--- src/rtl/mem_bus_pkg.sv ---
// Shared definitions for the single-word memory bus: access sizes, master FSM
// states, idle address and the alignment rule applied at acceptance.
package mem_bus_pkg;

    typedef enum logic [1:0] {
        SIZE_BYTE = 2'b00,
        SIZE_HALF = 2'b01,
        SIZE_WORD = 2'b10,
        SIZE_RSVD = 2'b11
    } size_e;

    typedef enum logic [2:0] {
        ST_IDLE   = 3'd0,
        ST_RD     = 3'd1,
        ST_RMW_RD = 3'd2,
        ST_WR     = 3'd3,
        ST_RMW_WR = 3'd4
    } state_e;

    localparam logic [31:0] IDLE_ADDR_DEFAULT = 32'h0800_0000;

    // High when the size code is reserved or the address is not naturally aligned.
    function automatic logic access_fault(input size_e size, input logic [1:0] addr_lo);
        logic fault_v;
        case (size)
            SIZE_BYTE: fault_v = 1'b0;
            SIZE_HALF: fault_v = addr_lo[0];
            SIZE_WORD: fault_v = (addr_lo != 2'b00);
            default:   fault_v = 1'b1;
        endcase
        return fault_v;
    endfunction

endpackage

--- src/rtl/mem_lane_merge.sv ---
// Little-endian lane handling: merges store lanes into a word and extracts
// sign/zero-extended sub-word load data.
module mem_lane_merge
    import mem_bus_pkg::*;
(
    input  logic [31:0] word,
    input  logic [31:0] wdata,
    input  size_e       size,
    input  logic [1:0]  addr_lo,
    input  logic        is_signed,
    output logic [31:0] merged,
    output logic [31:0] extracted
);

    // Replace only the addressed byte or halfword lane of the read word.
    always_comb begin
        merged = word;
        case (size)
            SIZE_BYTE: begin
                case (addr_lo)
                    2'd0:    merged[7:0]   = wdata[7:0];
                    2'd1:    merged[15:8]  = wdata[7:0];
                    2'd2:    merged[23:16] = wdata[7:0];
                    default: merged[31:24] = wdata[7:0];
                endcase
            end
            SIZE_HALF: begin
                if (addr_lo[1]) begin
                    merged[31:16] = wdata[15:0];
                end else begin
                    merged[15:0] = wdata[15:0];
                end
            end
            default: merged = word;
        endcase
    end

    // Word data passes through untouched so Z/X from unmapped space stays visible.
    always_comb begin
        logic [7:0]  byte_v;
        logic [15:0] half_v;
        case (addr_lo)
            2'd0:    byte_v = word[7:0];
            2'd1:    byte_v = word[15:8];
            2'd2:    byte_v = word[23:16];
            default: byte_v = word[31:24];
        endcase
        if (addr_lo[1]) begin
            half_v = word[31:16];
        end else begin
            half_v = word[15:0];
        end
        case (size)
            SIZE_BYTE: extracted = {{24{is_signed & byte_v[7]}}, byte_v};
            SIZE_HALF: extracted = {{16{is_signed & half_v[15]}}, half_v};
            default:   extracted = word;
        endcase
    end

endmodule

--- src/rtl/mem_bus_master.sv ---
// Bus initiator: arbitrates fetch and load/store onto the single-word bus,
// performs read-modify-write for sub-word stores and reports alignment faults.
module mem_bus_master
    import mem_bus_pkg::*;
#(
    parameter bit          DATA_PRIORITY = 1'b1,
    parameter logic [31:0] IDLE_ADDR     = IDLE_ADDR_DEFAULT
) (
    input  logic        clock,
    input  logic        reset,
    input  logic        fetch_req,
    input  logic [31:0] fetch_addr,
    output logic        fetch_ack,
    output logic [31:0] fetch_instr,
    output logic        fetch_fault,
    input  logic        ls_req,
    input  logic        ls_we,
    input  logic [1:0]  ls_size,
    input  logic        ls_signed,
    input  logic [31:0] ls_addr,
    input  logic [31:0] ls_wdata,
    output logic        ls_ack,
    output logic [31:0] ls_rdata,
    output logic        ls_fault,
    output logic [31:0] bus_address,
    output logic [31:0] bus_wdata,
    output logic        bus_write_enable,
    input  logic [31:0] bus_rdata
);

    state_e      state_r, state_s;
    logic        is_fetch_r, is_fetch_s;
    logic        fault_r, fault_s;
    size_e       size_r, size_s;
    logic        signed_r, signed_s;
    logic [31:0] addr_r, addr_s;
    logic [31:0] wdata_r, wdata_s;

    logic [31:0] bus_address_r, bus_address_s;
    logic [31:0] bus_wdata_r, bus_wdata_s;
    logic        bus_we_r, bus_we_s;
    logic        fetch_ack_r, fetch_ack_s;
    logic        fetch_fault_r, fetch_fault_s;
    logic [31:0] fetch_instr_r, fetch_instr_s;
    logic        ls_ack_r, ls_ack_s;
    logic        ls_fault_r, ls_fault_s;
    logic [31:0] ls_rdata_r, ls_rdata_s;

    logic        grant_ls_s;
    logic [31:0] merged_s;
    logic [31:0] extracted_s;

    mem_lane_merge u_lane (
        .word      (bus_rdata),
        .wdata     (wdata_r),
        .size      (size_r),
        .addr_lo   (addr_r[1:0]),
        .is_signed (signed_r),
        .merged    (merged_s),
        .extracted (extracted_s)
    );

    // Next state, latched request attributes and next values of every output register.
    always_comb begin
        state_s       = state_r;
        is_fetch_s    = is_fetch_r;
        fault_s       = fault_r;
        size_s        = size_r;
        signed_s      = signed_r;
        addr_s        = addr_r;
        wdata_s       = wdata_r;
        bus_address_s = IDLE_ADDR;
        bus_wdata_s   = 32'h0000_0000;
        bus_we_s      = 1'b0;
        fetch_ack_s   = 1'b0;
        fetch_fault_s = 1'b0;
        fetch_instr_s = fetch_instr_r;
        ls_ack_s      = 1'b0;
        ls_fault_s    = 1'b0;
        ls_rdata_s    = ls_rdata_r;
        grant_ls_s    = ls_req & (DATA_PRIORITY | ~fetch_req);

        case (state_r)
            ST_IDLE: begin
                if (grant_ls_s) begin
                    is_fetch_s = 1'b0;
                    size_s     = size_e'(ls_size);
                    signed_s   = ls_signed;
                    addr_s     = ls_addr;
                    wdata_s    = ls_wdata;
                    fault_s    = access_fault(size_e'(ls_size), ls_addr[1:0]);
                    // Faulting accesses pass through RD with the bus left idle.
                    if (fault_s) begin
                        state_s = ST_RD;
                    end else if (!ls_we) begin
                        state_s       = ST_RD;
                        bus_address_s = {ls_addr[31:2], 2'b00};
                    end else if (ls_size == SIZE_WORD) begin
                        state_s       = ST_WR;
                        bus_address_s = {ls_addr[31:2], 2'b00};
                        bus_wdata_s   = ls_wdata;
                        bus_we_s      = 1'b1;
                    end else begin
                        state_s       = ST_RMW_RD;
                        bus_address_s = {ls_addr[31:2], 2'b00};
                    end
                end else if (fetch_req) begin
                    is_fetch_s = 1'b1;
                    size_s     = SIZE_WORD;
                    signed_s   = 1'b0;
                    addr_s     = fetch_addr;
                    wdata_s    = 32'h0000_0000;
                    fault_s    = (fetch_addr[1:0] != 2'b00);
                    state_s    = ST_RD;
                    if (!fault_s) begin
                        bus_address_s = {fetch_addr[31:2], 2'b00};
                    end else begin
                        bus_address_s = IDLE_ADDR;
                    end
                end else begin
                    state_s = ST_IDLE;
                end
            end
            ST_RD: begin
                state_s = ST_IDLE;
                if (is_fetch_r) begin
                    fetch_ack_s   = 1'b1;
                    fetch_fault_s = fault_r;
                    if (!fault_r) begin
                        fetch_instr_s = bus_rdata;
                    end else begin
                        fetch_instr_s = fetch_instr_r;
                    end
                end else begin
                    ls_ack_s   = 1'b1;
                    ls_fault_s = fault_r;
                    if (!fault_r) begin
                        ls_rdata_s = extracted_s;
                    end else begin
                        ls_rdata_s = ls_rdata_r;
                    end
                end
            end
            ST_RMW_RD: begin
                state_s       = ST_RMW_WR;
                bus_address_s = {addr_r[31:2], 2'b00};
                bus_wdata_s   = merged_s;
                bus_we_s      = 1'b1;
            end
            ST_WR, ST_RMW_WR: begin
                state_s  = ST_IDLE;
                ls_ack_s = 1'b1;
            end
            default: begin
                state_s = ST_IDLE;
            end
        endcase
    end

    // FSM state and latched attributes of the accepted request.
    always_ff @(posedge clock or posedge reset) begin
        if (reset) begin
            state_r    <= ST_IDLE;
            is_fetch_r <= 1'b0;
            fault_r    <= 1'b0;
            size_r     <= SIZE_WORD;
            signed_r   <= 1'b0;
            addr_r     <= 32'h0000_0000;
            wdata_r    <= 32'h0000_0000;
        end else begin
            state_r    <= state_s;
            is_fetch_r <= is_fetch_s;
            fault_r    <= fault_s;
            size_r     <= size_s;
            signed_r   <= signed_s;
            addr_r     <= addr_s;
            wdata_r    <= wdata_s;
        end
    end

    // Output registers; reset drops write_enable immediately, mid-transfer included.
    always_ff @(posedge clock or posedge reset) begin
        if (reset) begin
            bus_address_r <= IDLE_ADDR;
            bus_wdata_r   <= 32'h0000_0000;
            bus_we_r      <= 1'b0;
            fetch_ack_r   <= 1'b0;
            fetch_fault_r <= 1'b0;
            fetch_instr_r <= 32'h0000_0000;
            ls_ack_r      <= 1'b0;
            ls_fault_r    <= 1'b0;
            ls_rdata_r    <= 32'h0000_0000;
        end else begin
            bus_address_r <= bus_address_s;
            bus_wdata_r   <= bus_wdata_s;
            bus_we_r      <= bus_we_s;
            fetch_ack_r   <= fetch_ack_s;
            fetch_fault_r <= fetch_fault_s;
            fetch_instr_r <= fetch_instr_s;
            ls_ack_r      <= ls_ack_s;
            ls_fault_r    <= ls_fault_s;
            ls_rdata_r    <= ls_rdata_s;
        end
    end

    assign bus_address      = bus_address_r;
    assign bus_wdata        = bus_wdata_r;
    assign bus_write_enable = bus_we_r;
    assign fetch_ack        = fetch_ack_r;
    assign fetch_fault      = fetch_fault_r;
    assign fetch_instr      = fetch_instr_r;
    assign ls_ack           = ls_ack_r;
    assign ls_fault         = ls_fault_r;
    assign ls_rdata         = ls_rdata_r;

endmodule
--- config.mk ---
export PLATFORM = sky130hd
export DESIGN_NAME = mem_bus_master
export DESIGN_NICKNAME = d
export VERILOG_FILES = /design/src/rtl/mem_bus_pkg.sv /design/src/rtl/mem_lane_merge.sv /design/src/rtl/mem_bus_master.sv
export SDC_FILE = /design/constraint.sdc
export NUM_CORES = 1
export LEC_CHECK = 0
export CAP_MARGIN = 25
export CORE_UTILIZATION = 25
export CTS_BUF_LIST = sky130_fd_sc_hd__clkbuf_4
export DETAILED_ROUTE_END_ITERATION = 16
export GPL_TIMING_DRIVEN = 0
export SYNTH_ARGS = -nofsm -noshare
export SYNTH_HDL_FRONTEND = slang
export SYNTH_SLANG_ARGS = --single-unit
--- constraint.sdc ---
create_clock -name clock -period 5.8 [get_ports clock]
set_clock_uncertainty 0.05 [all_clocks]
set_input_delay 1.16 -clock clock [delete_from_list [all_inputs] [get_ports clock]]
set_output_delay 1.16 -clock clock [all_outputs]
set_load 0.01 [all_outputs]
==> results.yml, run 1 <==
outcome:
  status: "complete, no violations"
sta:
  grt_setup_unrepaired: "no"
  hold_violations: 0
  fin_crit_ns: 2.97
  setup_tns_ns: 0
  setup_viol: 0
  fin_hold_ws_ns: 0.447
  period_share_pct: 51.1
  slew_violations: 0
  relSlewSlack_pct: 35.6
  fmax_mhz: 337
  tightestPinTransition_ns: 0.962
global_route:
  antenna_found_initial: 8
  grt_max_degree: 42
  grt.total_usage_pct: 18.6
  grt_pass1_wl_mm: 49.2
  grt.overflow.total: 0
  grt_pass1_vias: 7861
power:
  power.density_nw_per_um2: 370
  vdd_drop_max_mv: 0.172
  power.leakage_nw: 5.27
min_path:
  worstHoldPathType: "reg -> reg"
logic_synthesis:
  async_flop_share_pct: 100
  yosysTopAreaCellShare_pct: 53.8
  post_synth_num_cell_types: 49
  syn_avg_cell_area_sq_um: 10.8
  synth.area.top_cells: "dfrtp_1 54%, mux2_2 5.2%, a21oi_1 3.4%"
  ys_seq_area_share_pct: 54.4
  synth_seq_cells: 187
  synth_cells: 799
  synth_edf_count: 0
  ys.flop_type: "dfrtp_1"
  synth_area_leader_cell: "dfrtp_1"
  yosysWarnings: 0
  synthesis.area_sq_um: 8600
floorplanning:
  num_rows: 67
  ioPinCount: 269
  fp.dieW_microns: 187
  initial_core_util_pct: 25.5
  core-area_sq_um: 33700
  chipHeight_microns: 187
  dieArea_sq_um: 35100
setup_path:
  cp_max_fo: 10
  crit_chain: "clkdlybuf4s50_1 -> nor4b_2 -> and2_1 -> clkbuf_1 -> a222oi_1 -> inv_1"
  end_kind: "register"
  cpPeakStageDelay_ns: 0.81
  required_ns: 6.32
  cp-start-kind: "primary input"
  crit_slowest_cell: "nor4b_2"
  critPathKind: "in -> reg"
  cp.arrival_ns: 3.48
detailed_routing:
  firstDrtPassIters: 6
  vias: 7846
  drt_wl_total_mm: 32.5
  wire_per_inst_microns: 20.9
  drc: 0
  drt_iter0_drc: 748
  ant_nets: 0
  routed_via_density: 5.05
clock_network:
  cts_resized: 0
  cts_tree: "built"
  ctsHoldBuffers: 0
  clkSlewWorstSetupHoldPaths_ns: 0.16
  cts_max_level: 4
  cts_setup_buffers: 0
  clk_latency_ns: 0.63
  cts_buffers: 17
  clock_path_buffers: 2
  cts_sinks: 187
  cts_root_buf: "clkbuf_4"
placement:
  dp_hpwl_mm: 24.6
  gp_congestion: 0.903
  io_buffers: 265
run:
  maxCapViolations: 0
finish:
  final_nets: 1226
  layout-drive-gt1-share_pct: 9.70
  area_growth_pct: 42.8
[logic make-up (layout without fill, tap and decap cells)]
logic type / count (synthesis) / count (layout) / share of synthesized area, %
AND/OR/NAND/NOR: 168 / 168 / 9.73
multiplexers: 67 / 67 / 8.52
flip-flops: 187 / 187 / 54.4
other: 1 / 5 / 0.0436
AO/OA/AOI/OAI: 269 / 269 / 22.0
buffers and inverters: 107 / 410 / 5.30
[placed cells by master (no fill, tap or decap), types with 3 or more instances in the layout]
cell type        netlist  layout
clkdlybuf4s50_1        0     265
a211oi_1               9       9
a32oi_1                7       7
clkbuf_1              43      43
nand2b_1               5       5
nand3_1                8       8
buf_4                  3       3
a21oi_1               58      58
buf_6                  3       3
bufinv_16              0       5
mux2_2                40      40
a222oi_1              22      22
a21o_1                25      25
o2bb2ai_1             23      23
buf_1                  3       3
and2_1                 4       4
a22o_1                19      19
o22ai_1               24      24
clkbuf_4               0      17
buf_2                 16      17
a31oi_1               11      11
nor3_1                 4       4
inv_1                 38      37
diode_2                0       3
o21ai_0               40      40
a221oi_1               8       8
nor2_1                28      28
nand2_1               72      72
mux2i_1               26      26
and3_1                 8       8
nor2b_1                7       7
buf_12                 0       5
o221ai_1              15      15
nand3b_1              22      22
dfrtp_1              185     185
clkinv_1               1       4
[path summary, 6_finish.rpt]
kind                               start         endpoint  slack (ns)  depth (start not counted)
max                        fetch_addr[0]  bus_address[16]        2.83                          6
min                           addr_r[29]       addr_r[29]        0.45                          2
max reg2reg                   state_r[0]    bus_wdata[24]        2.86                          8
min reg2reg                   addr_r[29]       addr_r[29]        0.45                          2
max in group asynchronous          reset   bus_address[4]        3.88                          5
min in group asynchronous          reset     ls_rdata[25]        0.79                          2
[metrics by stage]
| stage | cells | power, mW | setup WS, ns | utilization (%) | instance area (sq um) |
|---|---|---|---|---|---|
| after floorplan | 800 | 2.74 | 2.19 | - | 8610 |
| after CTS | 1551 | 4.59 | 2.78 | 36.4 | 12300 |
| final | 1554 | 4.55 | 2.83 | 36.4 | 12300 |
| after global placement | 1513 | 3.65 | 0.450 | 35.1 | 11800 |
| after detailed placement | 1519 | 3.70 | 2.16 | 35.4 | 11900 |
| after global routing | 1553 | 4.81 | 2.61 | 36.4 | 12300 |
[critical path: cells and delay by family]
family          cells  cell delay (ns)
simple gates        2             1.16
buf+inv             3             0.99
compound gates      1             0.17
[layout make-up]
cell class | count | area, sq um
well taps | 448 | 561
diodes | 3 | 7.51
inverters | 39 | 150
flip-flops and latches | 187 | 4680
plain buffers | 68 | 309
clock buffers | 17 | 128
fillers | 3416 | 21400
clock inverters | 15 | 220
repair buffers | 271 | 2760
multi-input cells | 506 | 3470
[where the power goes]
group / internal [mW] / switching (mW) / total [mW]
Clock: 0.387 / 0.495 / 0.883
Sequential: 1.67 / 0.242 / 1.91
Combinational: 0.904 / 0.846 / 1.75
[flip-flops by register name, summed over array words and instances (netlist names)]
name              cells
bus_write_enable      1
ls_fault              1
bus_wdata            32
fetch_ack             1
size_r                2
fetch_fault           1
ls_ack                1
is_fetch_r            1
wdata_r              16
fault_r               1
bus_address          30
signed_r              1
state_r               3
fetch_instr          32
addr_r               32
ls_rdata             32
[Yosys cell counts, drive strengths merged (7+ instances only)]
master     n
a211oi     9
a21o      25
a21oi     59
a221oi     8
a222oi    22
a22o      19
a31oi     12
a32oi      7
and3       8
buf       25
clkbuf    43
dfrtp    185
inv       38
mux2      40
mux2i     26
nand2     72
nand3      8
nand3b    22
nor2      28
nor2b      7
o21ai     42
o221ai    15
o22ai     24
o2bb2ai   23
[per-layer routing]
| metal | GRT usage, % | up-vias | wire [microns] |
|---|---|---|---|
| li1 | - | 3535 | - |
| met1 | 24.0 | 3893 | 13800 |
| met2 | 30.0 | 369 | 15200 |
| met3 | 6.30 | 37 | 3090 |
| met4 | 4.32 | 12 | 386 |
| met5 | 0 | - | 69 |
No activity file was read; power rests on OpenSTA's default activity.
==> run 2, diff against run 1 <==
==> constraint.sdc (replaced) <==
create_clock -name clock -period 2.9 [get_ports clock]
set_clock_uncertainty 0.05 [all_clocks]
set_input_delay 0.58 -clock clock [delete_from_list [all_inputs] [get_ports clock]]
set_output_delay 0.58 -clock clock [all_outputs]
set_load 0.01 [all_outputs]
==> run 2 against run 1 <==
Effect of this change: critical path type is now reg -> reg; wire length increased by 0.16%; via count hardly changed; non-clock buffer count is the same; utilization is essentially flat; worst setup slack got worse by 2.5 ns; final cell count stayed put; hold slack lost 0.24 ns; power grew 100%; first-iteration DRC count up 4.9%.
==> results.yml, run 2 (same netlist as run 1, synthesis figures left out) <==
power:
  p_total_mw: 9.10
  vdd_drop_max_mv: 0.343
  seq_power_share_pct: 42.1
  switching_share_pct: 34.9
  p_clk_share_pct: 19.5
  p_int_mw: 5.93
  power.leakage_nw: 5.28
  pwr-share-comb_pct: 38.4
  p_sw_mw: 3.17
  power.density_nw_per_um2: 741
sta:
  fin_hold_ws_ns: 0.207
  tightestPinTransition_ns: 0.941
  fin_ws_ns: 0.374
  hold_violations: 0
  slew_violations: 0
  grt_setup_unrepaired: "no"
  setup_viol: 0
  relSlewSlack_pct: 37.0
  fin_crit_ns: 2.53
  setup_tns_ns: 0
  fmax_mhz: 396
  period_share_pct: 87.1
detailed_routing:
  drt_iter0_drc: 785
  drc: 0
  drt_wl_total_mm: 32.6
  ant_nets: 0
  routed_via_density: 5.05
  wire_per_inst_microns: 21.0
  firstDrtPassIters: 5
  vias: 7840
setup_path:
  r2r_slack_ns: 0.37
  cp_common_cell: "clkbuf_2"
  end_kind: "register"
  required_ns: 3.38
  cp.arrival_ns: 3.00
  cp_top_family: "buffers and inverters"
  cp-startpoint: "state_r[0]"
  reg2reg_to: "bus_wdata[24]"
  cp-start-kind: "register"
  r2r_cells: 8
  crit_chain: "clkbuf_1 -> nor2_1 -> nand2_1 -> inv_1 -> clkbuf_2 -> clkbuf_2 -> o221ai_1 -> o2bb2ai_1"
  crit_slowest_cell: "dfrtp_1"
  critPathKind: "reg -> reg"
  timing.rr.start: "state_r[0]"
  cp_max_fo: 10
  cpPeakStageDelay_ns: 0.39
  path_buf_inv: 4
floorplanning:
  fp.dieW_microns: 187
  dieArea_sq_um: 35100
  core-area_sq_um: 33700
  ioPinCount: 269
  num_rows: 67
  chipHeight_microns: 187
  initial_core_util_pct: 25.5
placement:
  dp_hpwl_mm: 24.6
  gp_congestion: 0.903
  place_worst_setup_slack_ns: -0.158
  io_buffers: 265
  placed_cells: 1519
  post_dp_cell_area_sq_um: 11900
global_route:
  grt_max_degree: 42
  grt_pass1_wl_mm: 49.2
  grt.total_usage_pct: 18.6
  antenna_found_initial: 8
  grt_pass1_vias: 7861
  grt.overflow.total: 0
outcome:
  status: "complete, no violations"
clock_network:
  cts_buffers: 17
  clkSlewWorstSetupHoldPaths_ns: 0.16
  cts_sinks: 187
  cts_root_buf: "clkbuf_4"
  clk_latency_ns: 0.63
  cts_tree: "built"
  cts_max_level: 4
  clock_path_buffers: 2
finish:
  area_growth_pct: 42.8
  final_nets: 1226
  multi_input_area_sq_um: 3470
  mostFrequentLayoutCells: "265 x clkdlybuf4s50_1, 185 x dfrtp_1, 72 x nand2_1, 58 x a21oi_1"
  final_area_sq_um: 12300
  final_util_pct: 36.5
  layout_commonest_cell: "clkdlybuf4s50_1"
  layout-drive-gt1-share_pct: 9.97
  stdcell_count: 1554
  n_fill_cell: 3420
  seq_area_sq_um: 4680
run:
  maxCapViolations: 0
min_path:
  worstHoldPathType: "in -> async"
-- run 2: cell counts in the layout (fill, tap and decap cells not counted) --
No cell type changed its count.
-- run 2: worst max-delay path by stage --
stage,end,slack [ns],depth (start not counted)
floorplan,addr_r[0],-0.13,1
global placement,bus_address[5],-1.87,2
detailed placement,bus_address[23],-0.16,6
CTS,bus_wdata[30],0.11,8
global route,ls_rdata[18],0.06,6
finish,bus_wdata[24],0.37,8
-- run 2: layer usage --
metal  routed length [microns]  part of all wire (%)  track usage [%]  up-vias
li1                          -                     -                -     3534
met1                     13900                    43             24.0     3907
met2                     15200                    47             30.0      351
met3                      3020                   9.3             6.30       36
met4                       381                   1.2             4.32       12
met5                        74                  0.23                0        -
-- run 2: what timing repair did --
action | CTS | global route
buffers inserted | 0 | 0
hold buffers | 0 | 0
resized for setup | 1 | 4
endpoints found under the setup margin | 3 | 2
-- run 2: worst register-to-register path, cell delays in order, from the launching register on --
cell and delay [ns]:
dfrtp_1 0.39, clkbuf_1 0.19, nor2_1 0.18, nand2_1 0.32
inv_1 0.17, clkbuf_2 0.26, clkbuf_2 0.32, o221ai_1 0.23
o2bb2ai_1 0.30
-- run 2: final cells by class --
cell class / count / area share, %
Sequential cell: 187 / 38.1
Multi-Input combinational cell: 506 / 28.2
Timing Repair Buffer: 271 / 22.4
Tap cell: 448 / 4.56
Buffer: 68 / 2.55
Clock inverter: 15 / 1.79
Inverter: 39 / 1.22
Clock buffer: 17 / 1.04
Antenna cell: 3 / 0.0611
-- run 2: power groups by stage --
stage	sequential (mW)	clock (mW)	combinational [mW]
2_1_floorplan	4.02	0	1.45
5_1_grt	3.92	1.93	3.77
4_1_cts	3.82	1.83	3.52
3_5_place_dp	3.88	0	3.51
3_3_place_gp	3.85	0	3.45
6_report	3.83	1.77	3.50
==> run 3, diff against run 2 <==
--- a/config.mk
+++ b/config.mk
@@ -5,6 +5,7 @@
 export SDC_FILE = /design/constraint.sdc
 export NUM_CORES = 1
 export LEC_CHECK = 0
+export ABC_AREA = 1
 export CAP_MARGIN = 25
 export CORE_UTILIZATION = 25
 export CTS_BUF_LIST = sky130_fd_sc_hd__clkbuf_4
==> run 3 against run 2 <==
Effect of this change: sequential cell count did not move; maximum frequency is 6.1% higher; die area is 10% higher; synthesized cell count is 45% higher; wire length grew 19%; critical path depth shrank 7; sequential share of layout area down 2.7 points; combinational power increased by 16%; highest routed layer unchanged; final cell count rose by 27%; worst setup slack improved by 0.15 ns.
==> results.yml, run 3 <==
logic_synthesis:
  yosysTopAreaCellShare_pct: 48.8
  synth_cells: 1159
  async_flop_share_pct: 100
  synth_area_leader_cell: "dfrtp_1"
  synth_common_cells: "291 x nand2_1, 185 x dfrtp_1, 94 x o21ai_0, 91 x nand3_1, 90 x inv_1"
  synth_compound_area_share_pct: 17.0
  ys.flop_type: "dfrtp_1"
  synth.area.top_cells: "dfrtp_1 49%, nand2_1 12%, o21ai_0 5.0%"
  post_synth_num_cell_types: 40
  synth_top_family_by_area: "simple AND/OR/NAND/NOR gates"
  muxShareOfSynthArea_pct: 0
  synth_edf_count: 0
  syn_avg_cell_area_sq_um: 8.19
  synthesis.area_sq_um: 9490
  synth_seq_cells: 187
  synth_xor_xnor_area_share_pct: 0
  synth-simple-area-share_pct: 25.6
  yosysMostFrequentCell: "nand2_1"
  yosysWarnings: 0
  synthAdderAreaFrac_pct: 0
  ys_seq_area_share_pct: 49.3
floorplanning:
  initial_core_util_pct: 25.7
  dieArea_sq_um: 38700
  num_rows: 70
  core-area_sq_um: 37000
  ioPinCount: 269
  fp.dieW_microns: 197
  chipHeight_microns: 197
power:
  switching_share_pct: 38.3
  vdd_drop_max_mv: 0.262
  seq_power_share_pct: 39.2
  p_clk_share_pct: 18.5
  p_sw_mw: 3.68
  power.leakage_nw: 5.92
  p_total_mw: 9.62
  pwr-share-comb_pct: 42.2
  power.density_nw_per_um2: 726
  p_int_mw: 5.94
detailed_routing:
  drc: 0
  drt_iter0_drc: 633
  vias: 9448
  firstDrtPassIters: 5
  wire_per_inst_microns: 19.7
  routed_via_density: 4.80
  drt_wl_total_mm: 38.7
  ant_nets: 0
finish:
  final_area_sq_um: 13200
  layout-drive-gt1-share_pct: 10.4
  mostFrequentLayoutCells: "291 x nand2_1, 265 x clkdlybuf4s50_1, 185 x dfrtp_1, 94 x o21ai_0, 91 x nand3_1"
  n_fill_cell: 3941
  area_growth_pct: 39.5
  final_nets: 1585
  layout_commonest_cell: "nand2_1"
  final_util_pct: 35.8
clock_network:
  cts_root_buf: "clkbuf_4"
  cts_max_level: 4
  clock_path_buffers: 2
  cts_buffers: 17
  ctsHoldBuffers: 0
  cts_tree: "built"
  cts_setup_buffers: 0
  cts_sinks: 187
  cts_resized: 0
  clk_latency_ns: 0.63
  clkSlewWorstSetupHoldPaths_ns: 0.17
setup_path:
  end_kind: "primary output"
  cp.arrival_ns: 1.75
  required_ns: 2.27
  critPathKind: "reg -> out"
  cp_top_family: "buffers and inverters"
  timing.rr.start: "state_r[2]"
  cp_max_fo: 1
  path_buf_inv: 1
  crit_slowest_cell: "clkdlybuf4s50_1"
  cp-start-kind: "register"
  crit_chain: "clkdlybuf4s50_1"
  cpPeakStageDelay_ns: 0.57
  cp-startpoint: "bus_address[27]"
outcome:
  status: "complete, no violations"
sta:
  grt_setup_unrepaired: "no"
  tightestPinTransition_ns: 0.703
  fin_hold_ws_ns: 0.173
  fin_ws_ns: 0.520
  fmax_mhz: 420
  setup_viol: 0
  hold_violations: 0
  fin_crit_ns: 2.38
  slew_violations: 0
  relSlewSlack_pct: 53.1
  period_share_pct: 82.1
min_path:
  worstHoldPathType: "in -> async"
global_route:
  antenna_found_initial: 5
  grt.overflow.total: 0
  grt_max_degree: 43
  grt_pass1_wl_mm: 57.8
  grt_pass1_vias: 9383
  grt.total_usage_pct: 20.2
placement:
  post_dp_cell_area_sq_um: 12900
  gp_congestion: 0.884
  io_buffers: 265
  place_worst_setup_slack_ns: 0.278
  dp_hpwl_mm: 30.4
run:
  maxCapViolations: 0
-- run 3: cell count changes after synthesis, sizes merged, moves of 30 or more --
cell / delta
o21ai: +87
nand3: +86
nor2: +39
mux2: -40
inv: +64
nand2: +224
nor3b: +30
o211ai: +36
-- run 3: stage by stage --
stage,setup TNS [ns],std cells
CTS,0,1966
detailed placement,0,1934
global placement,-336.33,1929
floorplan,-24.95,1160
global route,0,1969
finish,0,1969
-- run 3: cell families (layout without fill, tap and decap cells) --
kind of cell / count (synthesis) / in the layout
compound gates: 251 / 251
buf+inv: 183 / 485
flops: 187 / 187
other cells: 1 / 5
simple gates: 537 / 537
-- run 3: area by class of cell --
class / instances / area, sq um / area share, %
Clock inverter: 14 / 215 / 1.63
Clock buffer: 18 / 135 / 1.02
Buffer: 80 / 378 / 2.85
Tap cell: 504 / 631 / 4.76
Antenna cell: 3 / 7.51 / 0.0567
Timing Repair Buffer: 270 / 2750 / 20.8
Sequential cell: 187 / 4680 / 35.4
Multi-Input combinational cell: 790 / 4050 / 30.6
Inverter: 103 / 390 / 2.95
-- run 3: per-layer routing --
metal,vias to the layer above,global-route usage [%],wire [microns]
met4,2,6.17,857
met5,-,0,13
met1,4576,26.5,16700
met3,49,4.89,3100
met2,381,32.7,18100
li1,4440,-,-
-- run 3: final timing paths --
| check | to | slack [ns] | cells after the start |
|---|---|---|---|
| min in group clock | addr_r[23] | 0.38 | 4 |
| hold reg to reg | fetch_instr[18] | 0.44 | 2 |
| hold / removal | bus_address[24] | 0.17 | 2 |
| max in group asynchronous | fetch_ack | 1.67 | 5 |
| setup reg to reg | bus_wdata[0] | 0.68 | 6 |
| setup / recovery | bus_address[27] | 0.52 | 1 |
-- run 3: power by group through the flow --
stage               logic [mW]  registers [mW]  clock network [mW]
CTS                       4.10            3.78                1.85
global route              4.46            3.86                1.93
finish                    4.06            3.77                1.78
global placement          4.02            3.82                   0
detailed placement        4.08            3.83                   0
floorplan                 1.84            3.97                   0
